`src/rtl/ps2_scan_sequencer.sv`:
```
// ps2_scan_sequencer
//   Sits between the ps2_keyboard receive FIFO and the display/ASCII logic.
//   Pops one FIFO byte at a time (IDLE -> POP -> SETTLE), parses set-2 framing
//   (0xE0 extended prefix, 0xF0 break prefix) into one-cycle make/break events,
//   tracks the currently held key and keeps a BCD count of new presses.
//
// Ports
//   clk          system clock, all state changes on posedge
//   rst          asynchronous active-low reset
//   ready        FIFO non-empty
//   data[7:0]    FIFO head byte
//   overflow     FIFO overflow flag
//   clr_ovf      synchronous clear of ovf_sticky (overflow wins if both high)
//   nextdata_n   active-low pop strobe, low for exactly the POP cycle
//   key_valid    one-cycle event pulse qualifying key_code/key_ext/key_make
//   key_code     scan code of the event, prefixes stripped (held until next event)
//   key_ext      event was preceded by 0xE0
//   key_make     1 = press/repeat, 0 = release
//   key_repeat   pulse with key_valid: make of the already-held key
//   held_valid   a key is currently held
//   held_code    code of the held key (0 when none)
//   press_count  BCD count of new presses, wraps all-9s -> 0
//   ovf_sticky   latched overflow indication

module ps2_scan_sequencer #(
  parameter int unsigned CNT_DIGITS = 2,
  parameter int unsigned SETTLE_CYC = 1   // legal range 1..3
) (
  input  logic                    clk,
  input  logic                    rst,
  input  logic                    ready,
  input  logic [7:0]              data,
  input  logic                    overflow,
  input  logic                    clr_ovf,
  output logic                    nextdata_n,
  output logic                    key_valid,
  output logic [7:0]              key_code,
  output logic                    key_ext,
  output logic                    key_make,
  output logic                    key_repeat,
  output logic                    held_valid,
  output logic [7:0]              held_code,
  output logic [4*CNT_DIGITS-1:0] press_count,
  output logic                    ovf_sticky
);

  localparam int unsigned CW = 4 * CNT_DIGITS;

  typedef enum logic [1:0] {
    S_IDLE,
    S_POP,
    S_SETTLE
  } state_e;

  state_e          state_q;
  logic [1:0]      settle_q;
  logic [7:0]      byte_q;
  logic            ext_q;
  logic            brk_q;
  logic            nextdata_n_q;
  logic            key_valid_q;
  logic [7:0]      key_code_q;
  logic            key_ext_q;
  logic            key_make_q;
  logic            key_repeat_q;
  logic            held_valid_q;
  logic [7:0]      held_code_q;
  logic            held_ext_q;
  logic [CW-1:0]   press_q;
  logic            ovf_q;

  logic            is_drop;
  logic            held_match;
  logic [CW-1:0]   press_inc;

  // Ripple BCD increment: each digit wraps 9->0 and carries into the next.
  function automatic logic [CW-1:0] bcd_inc(input logic [CW-1:0] v);
    logic [CW-1:0] r;
    logic          carry;
    r     = v;
    carry = 1'b1;
    for (int unsigned i = 0; i < CNT_DIGITS; i++) begin
      if (carry) begin
        if (r[4*i +: 4] == 4'd9) begin
          r[4*i +: 4] = 4'd0;
        end else begin
          r[4*i +: 4] = r[4*i +: 4] + 4'd1;
          carry       = 1'b0;
        end
      end
    end
    return r;
  endfunction

  always_comb begin
    is_drop    = (byte_q == 8'hAA) || (byte_q == 8'hFA) ||
                 (byte_q == 8'hEE) || (byte_q == 8'hE1);
    // Held key identity includes the extended flag.
    held_match = held_valid_q && (held_ext_q == ext_q) && (held_code_q == byte_q);
    press_inc  = bcd_inc(press_q);
  end

  always_ff @(posedge clk or negedge rst) begin
    if (!rst) begin
      state_q      <= S_IDLE;
      settle_q     <= '0;
      byte_q       <= '0;
      ext_q        <= 1'b0;
      brk_q        <= 1'b0;
      nextdata_n_q <= 1'b1;
      key_valid_q  <= 1'b0;
      key_code_q   <= '0;
      key_ext_q    <= 1'b0;
      key_make_q   <= 1'b0;
      key_repeat_q <= 1'b0;
      held_valid_q <= 1'b0;
      held_code_q  <= '0;
      held_ext_q   <= 1'b0;
      press_q      <= '0;
    end else begin
      key_valid_q  <= 1'b0;
      key_repeat_q <= 1'b0;
      case (state_q)
        S_IDLE: begin
          if (ready) begin
            byte_q       <= data;
            nextdata_n_q <= 1'b0;
            state_q      <= S_POP;
          end
        end
        S_POP: begin
          nextdata_n_q <= 1'b1;
          settle_q     <= '0;
          state_q      <= S_SETTLE;
          if (byte_q == 8'hE0) begin
            ext_q <= 1'b1;
          end else if (byte_q == 8'hF0) begin
            brk_q <= 1'b1;
          end else if (is_drop) begin
            ext_q <= 1'b0;
            brk_q <= 1'b0;
          end else begin
            key_valid_q <= 1'b1;
            key_code_q  <= byte_q;
            key_ext_q   <= ext_q;
            key_make_q  <= !brk_q;
            ext_q       <= 1'b0;
            brk_q       <= 1'b0;
            if (!brk_q) begin
              if (held_match) begin
                key_repeat_q <= 1'b1;
              end else begin
                held_valid_q <= 1'b1;
                held_code_q  <= byte_q;
                held_ext_q   <= ext_q;
                press_q      <= press_inc;
              end
            end else if (held_match) begin
              held_valid_q <= 1'b0;
              held_code_q  <= '0;
              held_ext_q   <= 1'b0;
            end
          end
        end
        S_SETTLE: begin
          if (settle_q == 2'(SETTLE_CYC - 1)) begin
            state_q <= S_IDLE;
          end else begin
            settle_q <= settle_q + 2'd1;
          end
        end
        default: state_q <= S_IDLE;
      endcase
    end
  end

  always_ff @(posedge clk or negedge rst) begin
    if (!rst) begin
      ovf_q <= 1'b0;
    end else if (overflow) begin
      ovf_q <= 1'b1;
    end else if (clr_ovf) begin
      ovf_q <= 1'b0;
    end
  end

  assign nextdata_n  = nextdata_n_q;
  assign key_valid   = key_valid_q;
  assign key_code    = key_code_q;
  assign key_ext     = key_ext_q;
  assign key_make    = key_make_q;
  assign key_repeat  = key_repeat_q;
  assign held_valid  = held_valid_q;
  assign held_code   = held_code_q;
  assign press_count = press_q;
  assign ovf_sticky  = ovf_q;

endmodule

```
`config.mk`:
```
export PLATFORM = sky130hd
export DESIGN_NAME = ps2_scan_sequencer
export DESIGN_NICKNAME = d
export VERILOG_FILES = /design/src/rtl/ps2_scan_sequencer.sv
export SDC_FILE = /design/constraint.sdc
export NUM_CORES = 1
export LEC_CHECK = 0
export BUFFER_PORTS_ARGS = -buffer_cell sky130_fd_sc_hd__buf_2
export CAP_MARGIN = 10
export CELL_PAD_IN_SITES_DETAIL_PLACEMENT = 0
export CELL_PAD_IN_SITES_GLOBAL_PLACEMENT = 1
export CORE_MARGIN = 4
export CORE_UTILIZATION = 40
export DETAILED_ROUTE_END_ITERATION = 16
export PLACE_DENSITY_LB_ADDON = 0.1
export SLEW_MARGIN = 10
export SYNTH_ARGS = -nofsm -noshare
export SYNTH_HDL_FRONTEND = slang
export SYNTH_SLANG_ARGS = --single-unit
```
`constraint.sdc`:
```
create_clock -name clk -period 4.2 [get_ports clk]
set_input_delay 0.63 -clock clk [delete_from_list [all_inputs] [get_ports clk]]
set_output_delay 0.63 -clock clk [all_outputs]
set_load 0.01 [all_outputs]
```
==> results.md, run 1 <==
* Outcome: completed
* Slowest cell delay on critical path at 0.58 ns
* R2R setup slack at 1.68 ns
* Startpoint Class: flip-flop
* Clock skew at 0.00822 ns
* Setup TNS at 0 ns
* Post-layout util at 47.1%
* Root Buffer: clkbuf_8
* Core area at 0.00551 mm^2
* Measured slew at the worst slew-check pin at 1.00 ns
* Diodes inserted at 0
* Tot Pwr at 1650 uW
* Pwr/cell area at 637 mW/mm^2
* Crit path buffers/inverters at 1
* Final WS setup at 1.68 ns
* IO Port Bufs at 43
* Fmax at 396 MHz
* Worst EP required at 4.38 ns
* Synth unique cells at 43
* GP Congestion at 0.782
* Crit-path slowest cell: dfrtp_1
* Number of enable flip-flop cells after synthesis at 0
* Async S/R FF share, synth at 100%
* First-pass GRT wire length at 8.25 mm
* Die width at 83.2 um
* Ys flop type: dfrtp_1
* Die area at 0.00693 mm^2
* WP data arrival at 2.70 ns
* # setup viols final at 0
* Initial antenna violation count at 0
* Max FO, Critical Path at 10
* Nature of the critical path endpoint: flip-flop
* Largest area contributor in the netlist: dfrtp_1
* CTS Buf Count at 5
* Worst-path cell chain: xnor2_1 -> nand4_1 -> or3_1 -> ha_1 -> inv_1 -> o211a_1 -> mux2_4
* P_leak at 0.00120 uW
* Ranking of synthesized cells by area: dfrtp_1 50%, mux2_4 6.6%, mux2_2 6.0%, xnor2_1 5.0%, mux2_1 4.5%
* PostCTS Resize Cnt at 0
* Cell row count at 27
* Vias per std cell at 5.09
* Most frequent cells after synthesis: 45 x dfrtp_1, 13 x xnor2_1, 12 x inv_1, 12 x mux2_2, 12 x nor2b_1
* CTS tree: done
* Clk_lat worst skew at 0.29 ns
* NumNets Final at 239
* Syn_area_per_cell at 12.6 um^2
* DRT Wirelength at 4.69 mm
* Antenna-violating nets left at 0
* Max Cap Violations at 0
* Drt pass-1 iters at 4
* Hold slack at 0.466 ns
* Synthesis Warnings at 0
* Filler Cells Inserted at 513
* Post-synthesis sequential area ratio at 50.9%
* Layout cells sized above 1 at 34.8%
* Die Y at 83.2 um
* Hold Path Class: flip-flop to flip-flop
* Worst slew margin at 33.3%
* Crit path max-delay family: flip-flops
* Initial core utilization at 41.1%
* Count leader, synth: dfrtp_1
* Drt wl/cell at 15.8 um
* Vias at 1,507
* Hold buffers post-CTS at 0
* RSZ-0062 raised after global routing: no
* Max-slew violations at 0
* Initial drt markers at 85
* WS Path Type: flip-flop to flip-flop
* Post-synthesis register bit count at 46
* Clk slew on worst S/H paths at 0.09 ns
* Max clock buf depth at 2
* VDD IR max at 0.324 mV
* CTS sink count at 46
* Pre-CTS setup slack at 1.68 ns
* Syn Nets at 196
* Post-synthesis instance area at 0.00226 mm^2
* Post-synthesis cell count at 180
* Post-CTS Setup Bufs at 0
* Hold Violations, Final at 0
* Total I/O pin count at 44
* Total gr overflow at 0
* Top cell type's share of synthesized area at 49.8%
* Vias in the first global route at 1,606
* Detailed placement HPWL at 3.43 mm
* H-tree Lvls at 2
* Minimum clock period at 2.52 ns
* GRT Overall Usage at 14.7%
* Area Growth Syn to Fin at 14.6%
* Tcrit/Tclk final at 60.1%
* Largest net degree at the start of global routing at 47
* DRC at 0
==> final timing paths <==
kind | end | startpoint | cells after the start
max reg2reg | held_code[6] | byte_q[4] | 7
min | nextdata_n | nextdata_n | 2
max in group asynchronous | byte_q[0] | rst | 1
min reg2reg | nextdata_n | nextdata_n | 2
max | held_code[6] | byte_q[4] | 7
min in group asynchronous | press_count[4] | rst | 1
==> stage by stage <==
step                instances  area, um^2
detailed placement        288        2500
global route              296        2590
floorplan                 180        2260
finish                    296        2590
global placement          288        2500
CTS                       296        2590
==> final cells by class <==
type	count	area, um^2	share of cell area [%]
clock buffers	7	86.3	3.33
clock inverters	1	5.00	0.193
inverters	12	45.0	1.74
multi-input cells	115	1000	38.6
flip-flops and latches	46	1150	44.4
well taps	72	90.1	3.47
repair buffers	43	215	8.29
==> where the power goes <==
| part | leakage, uW | total [uW] | switching [uW] | internal (uW) |
|---|---|---|---|---|
| combinational | 0.000587 | 603 | 278 | 325 |
| clock | 0.0000482 | 279 | 146 | 133 |
| sequential | 0.000560 | 769 | 172 | 597 |
| total | 0.00120 | 1650 | 596 | 1060 |
==> cell families after synthesis <==
logic type | Yosys count | synth area share (%)
flops | 46 | 50.9
simple gates | 42 | 11.2
fa+ha+maj | 3 | 1.66
mux | 31 | 17.1
compound gates | 25 | 8.51
xor+xnor | 14 | 5.75
buf+inv | 19 | 4.86
==> metal layers <==
layer,vias to the layer above,wire [um],GRT usage (%),part of all wire [%]
met2,41,2230,23.5,47
met5,-,0,0,0
met3,9,210,3.97,4.5
met4,0,87,5.65,1.9
met1,745,2170,19.0,46
li1,712,-,-,-
==> registers in the layout (all words and copies together), names as in the netlist, 2 cells and up <==
name,flops
press_count,8
settle_q,2
state_q,2
held_code,8
byte_q,8
key_code,8
==> worst reg2reg max path: stages, from the launching register on <==
cell	delay, ns
dfrtp_1	0.58
xnor2_1	0.17
nand4_1	0.11
or3_1	0.35
ha_1	0.28
inv_1	0.06
o211a_1	0.51
mux2_4	0.35
==> cell usage in the layout, fill, tap and decap left out, drive strengths merged, types with 2 or more instances in the layout <==
master,netlist,final
mux2,31,31
nor2b,12,12
dfrtp,45,45
nand4,2,2
buf,7,43
o211ai,4,4
a21oi,4,4
xnor2,13,13
inv,12,12
ha,3,3
nand2b,3,3
a22o,3,3
o21ai,3,3
nand2,4,4
nor2,11,11
a31oi,2,2
clkbuf,0,7
o2111ai,2,2
(Power assumes the default switching activity.)
==> inputs of run 2 (changes only) <==
==> constraint.sdc (replaced) <==
create_clock -name clk -period 2.5 [get_ports clk]
set_input_delay 0.375 -clock clk [delete_from_list [all_inputs] [get_ports clk]]
set_output_delay 0.375 -clock clk [all_outputs]
set_load 0.01 [all_outputs]
==> run 2 against run 1 <==
  * Clock skew about the same
  * Power rose by 68%
  * Flip-flop and latch count is the same
==> results.md, run 2 (synthesized netlist as in run 1, its figures left out) <==
* Outcome: completed (unchanged)
* Multi-input gate area at 0.00101 mm^2 (was 0.00100 mm^2)
* Sw Share at 36.3% (was 36.1%)
* Initial antenna violation count at 0 (unchanged)
* RSZ-0062 raised after global routing: no (unchanged)
* GRT Overall Usage at 14.8% (was 14.7%)
* Die area at 0.00693 mm^2 (unchanged)
* Root Buffer: clkbuf_8 (unchanged)
* Area Growth Syn to Fin at 17.8% (was 14.6%)
* Startpoint Class: flip-flop (unchanged)
* WP data arrival at 2.49 ns (was 2.70 ns)
* Largest net degree at the start of global routing at 20 (was 47)
* R2R setup slack at 0.19 ns (was 1.68 ns)
* Max Cap Violations at 0 (unchanged)
* Fmax at 432 MHz (was 396 MHz)
* Worst EP required at 2.68 ns (was 4.38 ns)
* Clock share of power at 15.3% (was 16.9%)
* Measured slew at the worst slew-check pin at 0.730 ns (was 1.00 ns)
* Clk slew on worst S/H paths at 0.08 ns (was 0.09 ns)
* Int Pwr at 1770 uW (was 1060 uW)
* NumNets Final at 249 (was 239)
* Switch Pwr at 1010 uW (was 596 uW)
* GR Util met1 at 19.6% (was 19.0%)
* Hold Path Class: primary input to flip-flop (was flip-flop to flip-flop)
* CTS tree: done (unchanged)
* Clock skew at 0.00849 ns (was 0.00822 ns)
* Drt pass-1 iters at 4 (unchanged)
* Commonest non-fill, non-tap cells in the layout: 45 x dfrtp_1, 43 x buf_2, 13 x xnor2_1 (unchanged)
* Vias per std cell at 4.99 (was 5.09)
* IO Port Bufs at 43 (unchanged)
* Max clock buf depth at 2 (unchanged)
* Vias at 1,523 (was 1,507)
* Commonest non-fill, non-tap cell in the layout: dfrtp_1 (unchanged)
* Initial core utilization at 41.1% (unchanged)
* Worst hold endpoint: ovf_sticky (was nextdata_n)
* Diodes inserted at 0 (unchanged)
* Met2 Use GR at 23.5% (about the same)
* Reg2reg path depth at 8 (was 7)
* H-tree Lvls at 2 (unchanged)
* Setup TNS at 0 ns (unchanged)
* GP Congestion at 0.842 (was 0.782)
* Critical hold path startpoint: overflow (was nextdata_n)
* Max-slew violations at 0 (unchanged)
* Total gr overflow at 0 (unchanged)
* Post-layout util at 48.4% (was 47.1%)
* Minimum clock period at 2.31 ns (was 2.52 ns)
* Vias in the first global route at 1,594 (was 1,606)
* Reg-to-reg endpoint: held_code[6] (unchanged)
* P_leak at 0.00124 uW (was 0.00120 uW)
* Register area at 0.00115 mm^2 (unchanged)
* Tcrit/Tclk final at 92.6% (was 60.1%)
* Met3 Usage GRT at 3.97% (unchanged)
* Die Y at 83.2 um (unchanged)
* Share of power burned in registers at 45.7% (was 46.6%)
* Layout cells sized above 1 at 37.8% (was 34.8%)
* Drt wl/cell at 15.6 um (was 15.8 um)
* Die width at 83.2 um (unchanged)
* Initial drt markers at 34 (was 85)
* Detailed placement HPWL at 3.59 mm (was 3.43 mm)
* WHS Path Cells at 2 (unchanged)
* Worst setup startpoint: byte_q[3] (was byte_q[4])
* CTS sink count at 46 (unchanged)
* Comb power frac at 38.9% (was 36.5%)
* Max FO, Critical Path at 10 (unchanged)
* Crit Reg-Reg Startpoint: byte_q[3] (was byte_q[4])
* Total I/O pin count at 44 (unchanged)
* Core area at 0.00551 mm^2 (unchanged)
* Filler Cells Inserted at 507 (was 513)
* Worst slew margin at 51.3% (was 33.3%)
* Global route hottest layer: met2 (unchanged)
* Antenna-violating nets left at 0 (unchanged)
* Cell row count at 27 (unchanged)
* Pwr/cell area at 1040 mW/mm^2 (was 637 mW/mm^2)
* WS Path Type: flip-flop to flip-flop (unchanged)
* DRC at 0 (unchanged)
* First-pass GRT wire length at 8.18 mm (was 8.25 mm)
* Clk_lat worst skew at 0.29 ns (about the same)
* Hold Violations, Final at 0 (unchanged)
* CTS Buf Count at 5 (unchanged)
* DRT Wirelength at 4.76 mm (was 4.69 mm)
* # setup viols final at 0 (unchanged)
* Nature of the critical path endpoint: flip-flop (unchanged)
* VDD IR max at 0.432 mV (was 0.324 mV)
==> run 2: cell count changes in the layout (fill, tap and decap cells not counted), sizes merged <==
cell	delta
clkinv	+1
dlygate4sd3	+1
clkbuf	-2
buf	+9
==> run 2: how the worst max path moves through the flow <==
stage | endpoint | slack (ns) | cells past startpoint
4_1_cts | press_count[7] | 0.16 | 8
3_3_place_gp | held_code[3] | 0.25 | 8
5_1_grt | held_code[6] | 0.05 | 8
6_report | held_code[6] | 0.19 | 8
3_5_place_dp | press_count[7] | 0.18 | 8
2_1_floorplan | held_code[0] | 0.42 | 9
==> run 2: final cells by class <==
class / instances / area share [%]
inverters: 12 / 1.69
clock buffers: 5 / 2.58
well taps: 72 / 3.38
flip-flops and latches: 46 / 43.2
multi-input cells: 115 / 37.8
repair buffers: 53 / 11.0
clock inverters: 2 / 0.375
==> run 2: power groups by stage <==
stage	Clock, uW	Sequential [uW]	Combinational [uW]
2_1_floorplan	0	1320	658
3_3_place_gp	0	1270	1080
3_5_place_dp	0	1290	1100
4_1_cts	445	1270	1100
5_1_grt	474	1320	1190
6_report	427	1270	1080
==> run 2: what timing repair did <==
item	in CTS	in global routing
hold endpoints to repair	13	0
gates resized for setup	0	1
buffers inserted	0	0
setup endpoints to repair	0	1
hold buffers	1	0
==> run 2: stage by stage <==
| step | hold WS, ns | instances | cell area (um^2) | setup slack (ns) | power (uW) |
|---|---|---|---|---|---|
| 2_1_floorplan | 0.0794 | 180 | 2260 | 0.416 | 1980 |
| 3_3_place_gp | 0.280 | 297 | 2570 | 0.246 | 2350 |
| 3_5_place_dp | 0.291 | 297 | 2570 | 0.177 | 2380 |
| 4_1_cts | 0.245 | 305 | 2660 | 0.159 | 2820 |
| 5_1_grt | 0.260 | 305 | 2670 | 0.0544 | 2990 |
| 6_report | 0.253 | 305 | 2670 | 0.186 | 2780 |
==> run 2: routing by layer <==
layer | vias to the layer above | wire length [um]
li1 | 726 | -
met1 | 751 | 2220
met2 | 39 | 2250
met3 | 7 | 212
met4 | 0 | 78
met5 | - | 0
==> run 2: critical path: stages, from the launching register on <==
cell and delay (ns):
dfrtp_1 0.50, xnor2_1 0.21, nand4_1 0.11, or3_1 0.38
ha_1 0.28, inv_1 0.05, o211a_1 0.13, buf_4 0.22
mux2_4 0.32
==> inputs of run 3 (changes only) <==
--- a/config.mk
+++ b/config.mk
@@ -12,7 +12,7 @@
 export CORE_MARGIN = 4
 export CORE_UTILIZATION = 40
 export DETAILED_ROUTE_END_ITERATION = 16
-export PLACE_DENSITY_LB_ADDON = 0.1
+export PLACE_DENSITY_LB_ADDON = 0.2
 export SLEW_MARGIN = 10
 export SYNTH_ARGS = -nofsm -noshare
 export SYNTH_HDL_FRONTEND = slang
==> run 3 against run 2 <==
  * Hold slack got worse by 0.22 ns
  * Final cell count rose by 0.33%
  * Global-route usage fell by 0.45 points
  * Critical path depth did not move
  * Clock skew fell by 0.0012 ns
  * Via count fell by 1.3%
  * Critical path type unchanged
  * Largest cell class unchanged
  * Register-to-register slack improved by 0.07 ns
  * Flip-flop and latch count did not move
  * Sequential power barely moved
  * Count of clock-buffer cells in the layout rose by 1
  * Sequential share of layout area fell by 0.32 points
==> results.md, run 3 (synthesized netlist as in run 1, its figures left out) <==
* First-pass GRT wire length at 8.03 mm (was 8.18 mm)
* Hold buffers post-CTS at 0 (was 1)
* VDD IR max at 0.460 mV (was 0.432 mV)
* DR top layer: met4 (unchanged)
* GP Congestion at 0.756 (was 0.842)
* Crit-path slowest cell: dfrtp_1 (unchanged)
* CTS tree: done (unchanged)
* Total I/O pin count at 44 (unchanged)
* Fmax at 446 MHz (was 432 MHz)
* IO Port Bufs at 43 (unchanged)
* DRT Wirelength at 4.61 mm (was 4.76 mm)
* Diodes inserted at 0 (unchanged)
* Clk_lat worst skew at 0.30 ns (was 0.29 ns)
* Largest net degree at the start of global routing at 47 (was 20)
* Outcome: completed (unchanged)
* PostCTS Resize Cnt at 0 (unchanged)
* DRC at 0 (unchanged)
* Root Buffer: clkbuf_8 (unchanged)
* Vias in the first global route at 1,622 (was 1,594)
* Measured slew at the worst slew-check pin at 0.502 ns (was 0.730 ns)
* Post-CTS Setup Bufs at 0 (unchanged)
* Initial drt markers at 76 (was 34)
* Vias per std cell at 4.91 (was 4.99)
* Met2 WL at 2.13 mm (was 2.25 mm)
* Tcrit/Tclk final at 89.7% (was 92.6%)
* Cell row count at 27 (unchanged)
* Die area at 0.00693 mm^2 (unchanged)
* GRT Overall Usage at 14.4% (was 14.8%)
* Die Y at 83.2 um (unchanged)
* # setup viols final at 0 (unchanged)
* H-tree Lvls at 2 (unchanged)
* Nature of the critical path endpoint: flip-flop (unchanged)
* Worst slew margin at 66.5% (was 51.3%)
* Area Growth Syn to Fin at 18.7% (was 17.8%)
* Vias at 1,503 (was 1,523)
* Commonest non-fill, non-tap cell in the layout: dfrtp_1 (unchanged)
* Detailed placement HPWL at 3.28 mm (was 3.59 mm)
* Max Cap Violations at 0 (unchanged)
* Max FO, Critical Path at 6 (was 10)
* Met1 wire length at 2.20 mm (was 2.22 mm)
* P_leak at 0.00125 uW (was 0.00124 uW)
* Tot Pwr at 2840 uW (was 2780 uW)
* Commonest non-fill, non-tap cells in the layout: 45 x dfrtp_1, 43 x buf_2, 13 x xnor2_1 (unchanged)
* Clock skew at 0.00732 ns (was 0.00849 ns)
* Initial core utilization at 41.1% (unchanged)
* Max clock buf depth at 2 (unchanged)
* Max-slew violations at 0 (unchanged)
* Die width at 83.2 um (unchanged)
* NumNets Final at 249 (unchanged)
* Pwr/cell area at 1060 mW/mm^2 (was 1040 mW/mm^2)
* Hold Path Class: primary input to asynchronous set/reset pin (was primary input to flip-flop)
* WS Path Type: flip-flop to flip-flop (unchanged)
* Initial antenna violation count at 0 (unchanged)
* Drt wl/cell at 15.1 um (was 15.6 um)
* Met3 Wirelength at 252 um (was 212 um)
* Setup TNS at 0 ns (unchanged)
* Worst EP required at 2.68 ns (about the same)
* Minimum clock period at 2.24 ns (was 2.31 ns)
* CTS Buf Count at 5 (unchanged)
* Total gr overflow at 0 (unchanged)
* RSZ-0062 raised after global routing: no (unchanged)
* CTS sink count at 46 (unchanged)
* Hold Violations, Final at 0 (unchanged)
* Drt pass-1 iters at 4 (unchanged)
* Layout cells sized above 1 at 38.0% (was 37.8%)
* Clk slew on worst S/H paths at 0.09 ns (was 0.08 ns)
* WP data arrival at 2.43 ns (was 2.49 ns)
* Antenna-violating nets left at 0 (unchanged)
* Startpoint Class: flip-flop (unchanged)
* Core area at 0.00551 mm^2 (unchanged)
* Slowest cell delay on critical path at 0.48 ns (was 0.50 ns)
* Worst-path cell chain: xnor2_1 -> nand4_1 -> or3_1 -> ha_1 -> nand4b_1 -> a31oi_1 -> o21a_1 -> mux2_1 (was xnor2_1 -> nand4_1 -> or3_1 -> ha_1 -> inv_1 -> o211a_1 -> buf_4 -> mux2_4)
[run 3: changes by cell type in the layout (fill, tap and decap cells not counted), sizes merged]
cell	previous run	this run
buf	52	53
clkbuf	5	6
clkinv	2	1
clkinvlp	0	1
dlygate4sd3	1	0
[run 3: worst max-delay path, delay by kind of cell, from the launching register on]
kind                       cells  cell delay (ns)
DFF                            1             0.48
muxes                          1             0.32
xor gates and xnor gates       1             0.17
and+or+nand+nor                3             0.35
adders and majority gates      1             0.18
AOI/OAI and AO/OA              2             0.62
[run 3: worst paths after layout]
kind | startpoint | end | slack (ns) | cells past startpoint
hold / removal | rst | key_make | 0.04 | 2
min in group clk | overflow | ovf_sticky | 0.25 | 2
hold reg to reg | nextdata_n | nextdata_n | 0.46 | 2
max in group asynchronous | rst | nextdata_n | 2.20 | 2
setup / recovery | byte_q[1] | press_count[1] | 0.26 | 8
setup reg to reg | byte_q[1] | press_count[1] | 0.26 | 8
[run 3: stage by stage]
stage          setup slack [ns]  util (%)  hold slack [ns]  std cells  instance area [um^2]
5_1_grt                  0.0967      48.8           0.0542        306                  2690
6_report                  0.258      48.8           0.0371        306                  2690
2_1_floorplan             0.416         -           0.0794        180                  2260
3_5_place_dp              0.259      47.1            0.379        298                  2590
3_3_place_gp              0.276      47.1            0.378        298                  2590
4_1_cts                   0.237      48.8           0.0474        306                  2690
[run 3: where the power goes]
part / internal [uW] / switching [uW]
registers: 1000 / 266
logic: 590 / 496
clock network: 223 / 264
[run 3: area by class of cell]
type                            instances  area [um^2]
Clock buffer                            6         82.6
Tap cell                               72         90.1
Inverter                               12         45.0
Clock inverter                          2         12.5
Fill cell                             508         2820
Sequential cell                        46         1150
Multi-Input combinational cell        115         1000
Timing Repair Buffer                   53          303
[run 3: metal layers]
layer  vias to the layer above  global-route usage [%]
met2                        37                    22.7
li1                        727                       -
met1                       733                    19.4
met3                         6                    4.07
met4                         0                    3.57
met5                         -                       0
